`src/rtl/serial_collector.sv`:
```
// serial_collector: deserializes an LSB-first bit stream (the output of the
// bit-serial two's complementer) into WIDTH-bit parallel words, with a
// one-deep output slot guarded by a valid/ready handshake and a sticky
// overrun flag for completed frames that had nowhere to go.

module serial_collector #(
  parameter int WIDTH = 8
) (
  input  logic             clk,
  input  logic             reset,
  input  logic             start,
  input  logic             inp,
  input  logic             clr_ovr,
  input  logic             ready,
  output logic [WIDTH-1:0] word_out,
  output logic             valid,
  output logic             busy,
  output logic             overrun
);

  // Counter is just wide enough to address every bit of the frame.
  localparam int CW = (WIDTH > 1) ? $clog2(WIDTH) : 1;
  localparam logic [CW-1:0] LAST_BIT = CW'(WIDTH - 1);

  typedef enum logic {
    IDLE,
    COLLECT
  } state_t;

  state_t           state;
  state_t           state_nxt;
  logic [CW-1:0]    cnt;
  logic [CW-1:0]    cnt_nxt;
  logic [WIDTH-1:0] asm_q;
  logic [WIDTH-1:0] asm_nxt;
  logic [WIDTH-1:0] frame_word;
  logic             complete;
  logic             slot_free;
  logic             drop;

  // Frame assembly: decide the next state, bit position and assembly
  // contents, and flag the cycle that carries the last bit of a frame.
  always_comb begin
    state_nxt      = state;
    cnt_nxt        = cnt;
    asm_nxt        = asm_q;
    complete       = 1'b0;
    frame_word     = asm_q;
    frame_word[cnt] = inp;

    case (state)
      IDLE: begin
        if (start) begin
          state_nxt = COLLECT;
          cnt_nxt   = CW'(1);
          asm_nxt   = {{(WIDTH-1){1'b0}}, inp};
        end
      end

      COLLECT: begin
        if (start) begin
          // A fresh start abandons whatever was partially collected.
          cnt_nxt = CW'(1);
          asm_nxt = {{(WIDTH-1){1'b0}}, inp};
        end else if (cnt == LAST_BIT) begin
          complete  = 1'b1;
          state_nxt = IDLE;
          cnt_nxt   = '0;
          asm_nxt   = '0;
        end else begin
          asm_nxt = frame_word;
          cnt_nxt = cnt + CW'(1);
        end
      end

      default: begin
        state_nxt = IDLE;
        cnt_nxt   = '0;
        asm_nxt   = '0;
      end
    endcase
  end

  // The output slot can take a new word if it is empty or being drained now.
  always_comb begin
    slot_free = !valid || ready;
    drop      = complete && !slot_free;
  end

  // Collection state register: state, bit counter and assembly register.
  always_ff @(posedge clk or negedge reset) begin
    if (!reset) begin
      state <= IDLE;
      cnt   <= '0;
      asm_q <= '0;
    end else begin
      state <= state_nxt;
      cnt   <= cnt_nxt;
      asm_q <= asm_nxt;
    end
  end

  // Output slot: load completed words, retire consumed ones, and record drops.
  always_ff @(posedge clk or negedge reset) begin
    if (!reset) begin
      word_out <= '0;
      valid    <= 1'b0;
      overrun  <= 1'b0;
    end else begin
      if (complete && slot_free) begin
        word_out <= frame_word;
        valid    <= 1'b1;
      end else if (valid && ready) begin
        valid <= 1'b0;
      end

      // A drop in the same cycle as a clear must leave the flag set.
      if (drop) begin
        overrun <= 1'b1;
      end else if (clr_ovr) begin
        overrun <= 1'b0;
      end
    end
  end

  assign busy = (state == COLLECT);

endmodule

```
`config.mk`:
```
export PLATFORM = sky130hd
export DESIGN_NAME = serial_collector
export DESIGN_NICKNAME = d
export VERILOG_FILES = /design/src/rtl/serial_collector.sv
export SDC_FILE = /design/constraint.sdc
export NUM_CORES = 1
export LEC_CHECK = 0
export CORE_MARGIN = 4
export CORE_UTILIZATION = 45
export CTS_CLUSTER_DIAMETER = 30
export DETAILED_ROUTE_END_ITERATION = 12
export PLACE_DENSITY = 0.71
export SLEW_MARGIN = 30
export SYNTH_ARGS = -nofsm -noshare
export SYNTH_HDL_FRONTEND = slang
export SYNTH_SLANG_ARGS = --single-unit
```
`constraint.sdc`:
```
create_clock -name clk -period 1.7 [get_ports clk]
set_input_delay 0.425 -clock clk [delete_from_list [all_inputs] [get_ports clk]]
set_output_delay 0.425 -clock clk [all_outputs]
set_load 0.005 [all_outputs]
```
==> results.cfg, run 1 <==
[status]
outcome = finished clean

[clock_tree]
cts_tree = built
clock-sinks = 22
h-tree-depth = 1
clk_pin_slew_ps = 120
clock_latency_ps = 300
clockBufferDepth = 2
cts-buffers-inserted = 3
root_buffer = clkbuf_4

[detailed_routing]
first_pass_iters = 4
remaining_drc_errors = 0
num_vias = 861
routed_via_density = 5.45
routedWlPerCell_um = 15.3
routed_wl_mm = 2.42
drt_iter0_markers = 27
drt.antenna.violating_nets = 0

[power]
switching_share_pct = 27.9
p_clk_share_pct = 20.0
combinationalPowerShare_pct = 34.2
power_frac_seq_pct = 45.8
power_leakage_nw = 0.684
ir_drop_mv = 0.551
p_switching_mw = 0.395
finalPower_mw = 1.41
cellPowerDensity_nw_per_um2 = 925
intPower_mw = 1.02

[synth]
synth_edf_count = 0
synth_top_area_cell = dfrtp_1
syn_inst = 101
synth_top_area_share_pct = 45.9
synth_top_flop_cell = dfrtp_1
yosysWarningCount = 0
syn_area_per_cell_sq_um = 11.9
synth_nets = 110
syn_area_sq_um = 1200
yosysSeqAreaShare_pct = 45.9
synth_async_sr_flop_share_pct = 100
yosysUniqueCellTypes = 29
ys_ff_latch = 22
synth_area_leaders = dfrtp_1 (46%), mux2_4 (8.8%), mux2_2 (8.5%)

[floorplan]
die_area_sq_um = 3550
die_x_um = 59.6
die_h_um = 59.6
initial_core_util_pct = 47.9
io-pin-count = 17
rows = 18
core_sq_um = 2500

[final_layout]
antenna_cells = 0
syn_to_final_growth_pct = 27.5
drive_gt1_share_pct = 35.2
multi_input_area_sq_um = 613
seq_area_sq_um = 553
design_area_sq_um = 1530
fin_nets = 138
fill_cells = 204
finish.utilization_pct = 61.1

[place]
post-place-ws_ps = -115
routabilityCongestion = 0.750
placed_cell_area_sq_um = 1450
dp_hpwl_mm = 1.72
port_buffers = 16

[critical_path]
worstSetupPathDepth = 1
path_buf_inv = 1
crit_fanout = 2
start_kind = flop
worst-r2r-cell-count = 6
cpPeakStageDelay_ps = 510
reg2reg_slack_ps = 80
worstPathRequired_ps = 1270
arrival_ps = 1190
critPathTopFamily = buffers and inverters
path_cells = clkdlybuf4s50_1
crit_type = reg -> out
end_kind = primary output
cp_slowest_cell = clkdlybuf4s50_1

[timing]
fin_crit_ps = 1620
fin_crit_sh_pct = 95.1
tightest_slew_ps = 281
relSlewSlack_pct = 81.3
fin_worst_skew_ps = 4.45
whs_ps = 463
finalSetupViolCount = 0
fmax_mhz = 618
report.final.slew_viol_count = 0
setup_ws_ps = 82.6
hold_viol = 0

[global_routing]
grt_pass1_wl_mm = 3.98
grt_pass1_vias = 915
antenna_found_initial = 0
overflow = 0
grt_usage_pct = 15.1
grt_max_degree = 23

[min_path]
hold_path.class = in -> async

[job]
cap_violations = 0
==> sequential cells by signal, indices dropped and copies added (netlist names) <==
signal,cells
asm_q,8
cnt,3
valid,1
word_out,8
overrun,1
busy,1
==> power by group through the flow <==
stage / combinational [mW] / sequential, mW / clock [mW]
2_1_floorplan: 0.293 / 0.644 / 0
3_3_place_gp: 0.446 / 0.651 / 0
3_5_place_dp: 0.458 / 0.655 / 0
4_1_cts: 0.465 / 0.643 / 0.295
5_1_grt: 0.529 / 0.658 / 0.324
6_report: 0.483 / 0.647 / 0.283
==> repair_timing <==
action / 4_1_cts / 5_1_grt
hold buffers: 0 / 0
pin swaps: 0 / 0
setup buffers: 1 / 0
resized for setup: 1 / 8
setup endpoints to repair: 1 / 9
==> final timing paths <==
check / startpoint / to
max reg2reg: cnt[1]$_DFFE_PN0P_ / word_out[0]$_DFFE_PN0P_
min reg2reg: word_out[5]$_DFFE_PN0P_ / word_out[5]$_DFFE_PN0P_
max in group asynchronous: reset / cnt[2]$_DFFE_PN0P_
max: word_out[1]$_DFFE_PN0P_ / word_out[1]
min in group clk: word_out[5]$_DFFE_PN0P_ / word_out[5]$_DFFE_PN0P_
min: reset / asm_q[1]$_DFFE_PN0P_
==> cell families (layout without fill, tap and decap cells) <==
group	count (synthesis)	count (layout)	share of synthesized area, %
buf+inv	11	38	5.43
fa+ha+maj	3	3	3.13
mux	17	17	18.1
simple gates	28	28	15.6
compound gates	20	20	11.9
flops	22	22	45.9
==> layout make-up <==
class                           count  share of cell area, %
Clock buffer                        4                   2.38
Timing Repair Buffer               31                   18.1
Multi-Input combinational cell     68                   40.1
Tap cell                           30                   2.46
Inverter                            3                  0.737
Sequential cell                    22                   36.2
==> layer usage <==
| metal | GRT usage (%) | vias up | routed length (um) |
|---|---|---|---|
| met5 | 0 | - | 0 |
| met4 | 6.96 | 0 | 15 |
| met3 | 1.96 | 2 | 110 |
| met2 | 26.7 | 19 | 1230 |
| met1 | 18.1 | 420 | 1070 |
| li1 | - | 420 | - |
==> placed cells by master, fill, tap and decap left out, types with 3 or more instances in the layout <==
master	netlist	routed
dfrtp_1	22	20
clkdlybuf4s50_1	0	16
buf_4	2	14
nor2b_1	9	9
mux2_2	9	9
o21ai_0	8	8
a32o_1	7	7
mux2_4	7	7
inv_1	3	3
nor3b_2	1	3
nand2_1	3	3
clkbuf_4	0	3
==> worst reg2reg max path, cell delays in order, from the launching register on <==
cell,delay [ps]
dfrtp_1,380
ha_2,220
ha_4,160
nand3b_1,100
nor2b_1,150
buf_6,170
mux2_2,340
==> cells in the mapped netlist, types with 3 or more instances <==
library cell   n
o21ai_0        8
a32o_1         7
ha_1           3
nand2_1        3
nor2b_1        9
mux2_4         7
mux2_2         9
inv_1          3
dfrtp_1       22
==> through the flow <==
stage / cells / TNS [ps]
after floorplan: 101 / 0
after global placement: 153 / -659
after detailed placement: 153 / -768
final: 158 / 0
after global routing: 158 / -12.5
after CTS: 158 / 0
Note: power is estimated with default switching activity, not from simulation.
==> inputs of run 2 (changes only) <==
CORE_UTILIZATION = 48   (was 45)
CTS_BUF_LIST = sky130_fd_sc_hd__clkbuf_16   (was default)
PLACE_DENSITY = 0.75   (was 0.71)
==> run 2 against run 1 <==
Effect of this change: register-to-register slack lost 40 ps; core utilization rose by 7.0 points; total power rose by 15%; largest power group unchanged; combinational power is essentially flat; highest routed layer unchanged; critical endpoint is now busy; hold slack improved by 46 ps; global-route usage up 1.7 points; worst setup slack got worse by 35 ps; non-clock buffer count unchanged; via count down 0.23%.
==> results.cfg, run 2 (same netlist as run 1, synthesis figures left out) <==
[status]
outcome = finished clean

[global_routing]
grt_pass1_vias = 926
grt_pass1_wl_mm = 4.29
grt_max_degree = 23
grt_usage_pct = 16.9
antenna_found_initial = 0
overflow = 0

[clock_tree]
cts_hold_buffers = 0
clockBufferDepth = 2
root_buffer = clkbuf_16
cts-buffers-inserted = 3
h-tree-depth = 1
clock-sinks = 22
clock_latency_ps = 250
clk_pin_slew_ps = 60
cts_tree = built

[critical_path]
start_kind = flop
path_cells = clkdlybuf4s50_1
path_buf_inv = 1
critPathTopFamily = buffers and inverters
cp_slowest_cell = clkdlybuf4s50_1
startpoint = busy$_DFF_PN0_
end_kind = primary output
cpPeakStageDelay_ps = 530
arrival_ps = 1230
r2r-start = cnt[1]$_DFFE_PN0P_
crit_fanout = 9
crit_type = reg -> out
worstPathRequired_ps = 1270

[min_path]
hold_path.class = reg -> reg
min_from = word_out[3]$_DFFE_PN0P_

[place]
port_buffers = 16
routabilityCongestion = 0.840
dp_hpwl_mm = 1.70
placed_cell_area_sq_um = 1440

[final_layout]
antenna_cells = 0
fin_nets = 138
design_area_sq_um = 1560
syn_to_final_growth_pct = 30.5
drive_gt1_share_pct = 34.6
final_common_cell = dfrtp_1
largest_registers = asm_q (8), word_out (8), cnt (3)
fill_cells = 168
final_cell_mix = dfrtp_1 (20), clkdlybuf4s50_1 (16), buf_4 (14)

[timing]
fin_crit_ps = 1650
fmax_mhz = 605
fin_worst_skew_ps = 1.86
tightest_slew_ps = 283
hold_viol = 0
finalSetupViolCount = 0
whs_ps = 509
report.final.slew_viol_count = 0
relSlewSlack_pct = 81.1
fin_crit_sh_pct = 97.2

[power]
cellPowerDensity_nw_per_um2 = 1040
power_frac_seq_pct = 40.4
combinationalPowerShare_pct = 29.9
p_switching_mw = 0.422
ir_drop_mv = 0.721
intPower_mw = 1.20
power_leakage_nw = 0.701
p_clk_share_pct = 29.7
switching_share_pct = 26.0

[floorplan]
rows = 17
die_h_um = 58.0
io-pin-count = 17
die_x_um = 58.0
core_sq_um = 2300
die_area_sq_um = 3360
initial_core_util_pct = 52.2

[detailed_routing]
routedWlPerCell_um = 16.4
drt_iter0_markers = 25
num_vias = 859
first_pass_iters = 4
drt.antenna.violating_nets = 0
routed_via_density = 5.54
routed_wl_mm = 2.54
remaining_drc_errors = 0

[job]
cap_violations = 0
## run 2: layout make-up
class	instances	area [sq um]	area share (%)
Multi-Input combinational cell	68	613	39.2
Sequential cell	22	553	35.4
Timing Repair Buffer	31	277	17.7
Clock buffer	3	75.1	4.80
Tap cell	28	35.0	2.24
Inverter	3	11.3	0.720
## run 2: worst paths after layout
| kind | endpoint | slack, ps | depth (start not counted) |
|---|---|---|---|
| max in group asynchronous | cnt[2]$_DFFE_PN0P_ | 950 | 2 |
| min reg2reg | word_out[3]$_DFFE_PN0P_ | 510 | 1 |
| max reg2reg | word_out[4]$_DFFE_PN0P_ | 50 | 6 |
| max | busy | 50 | 1 |
| min | word_out[3]$_DFFE_PN0P_ | 510 | 1 |
| min in group asynchronous | asm_q[3]$_DFFE_PN0P_ | 520 | 2 |
## run 2: per-stage QoR
stage	setup slack (ps)	instances	total power [mW]	utilization, %	TNS (ps)
final	47.3	155	1.63	68.1	0
after global routing	-4.42	155	1.72	68.1	-4.64
after CTS	31.6	153	1.61	66.7	0
after detailed placement	-146	150	1.11	62.6	-976
after global placement	-91.8	150	1.09	62.6	-596
after floorplan	84.7	101	0.937	-	0
## run 2: layer usage
metal | vias up | GRT usage [%] | share of wire, %
met2 | 15 | 26.0 | 47
met1 | 420 | 22.5 | 47
met3 | 5 | 3.34 | 3.4
met4 | 0 | 8.28 | 1.7
met5 | - | 0 | 0
li1 | 419 | - | -
## run 2: worst register-to-register path, stage by stage (launching register included)
cell,delay (ps)
dfrtp_1,390
ha_2,230
ha_4,140
nand3b_1,90
nor2b_1,160
buf_6,180
mux2_2,350
## run 2: what timing repair did
item | 4_1_cts | 5_1_grt
resized for setup | 5 | 4
buffers inserted | 0 | 2
pin swaps | 1 | 0
setup endpoints to repair | 9 | 4
## run 2: power groups by stage
stage	clock network (mW)	registers, mW	logic [mW]
floorplan	0	0.644	0.293
global placement	0	0.656	0.438
detailed placement	0	0.656	0.449
CTS	0.495	0.652	0.467
global route	0.524	0.669	0.528
finish	0.482	0.657	0.486
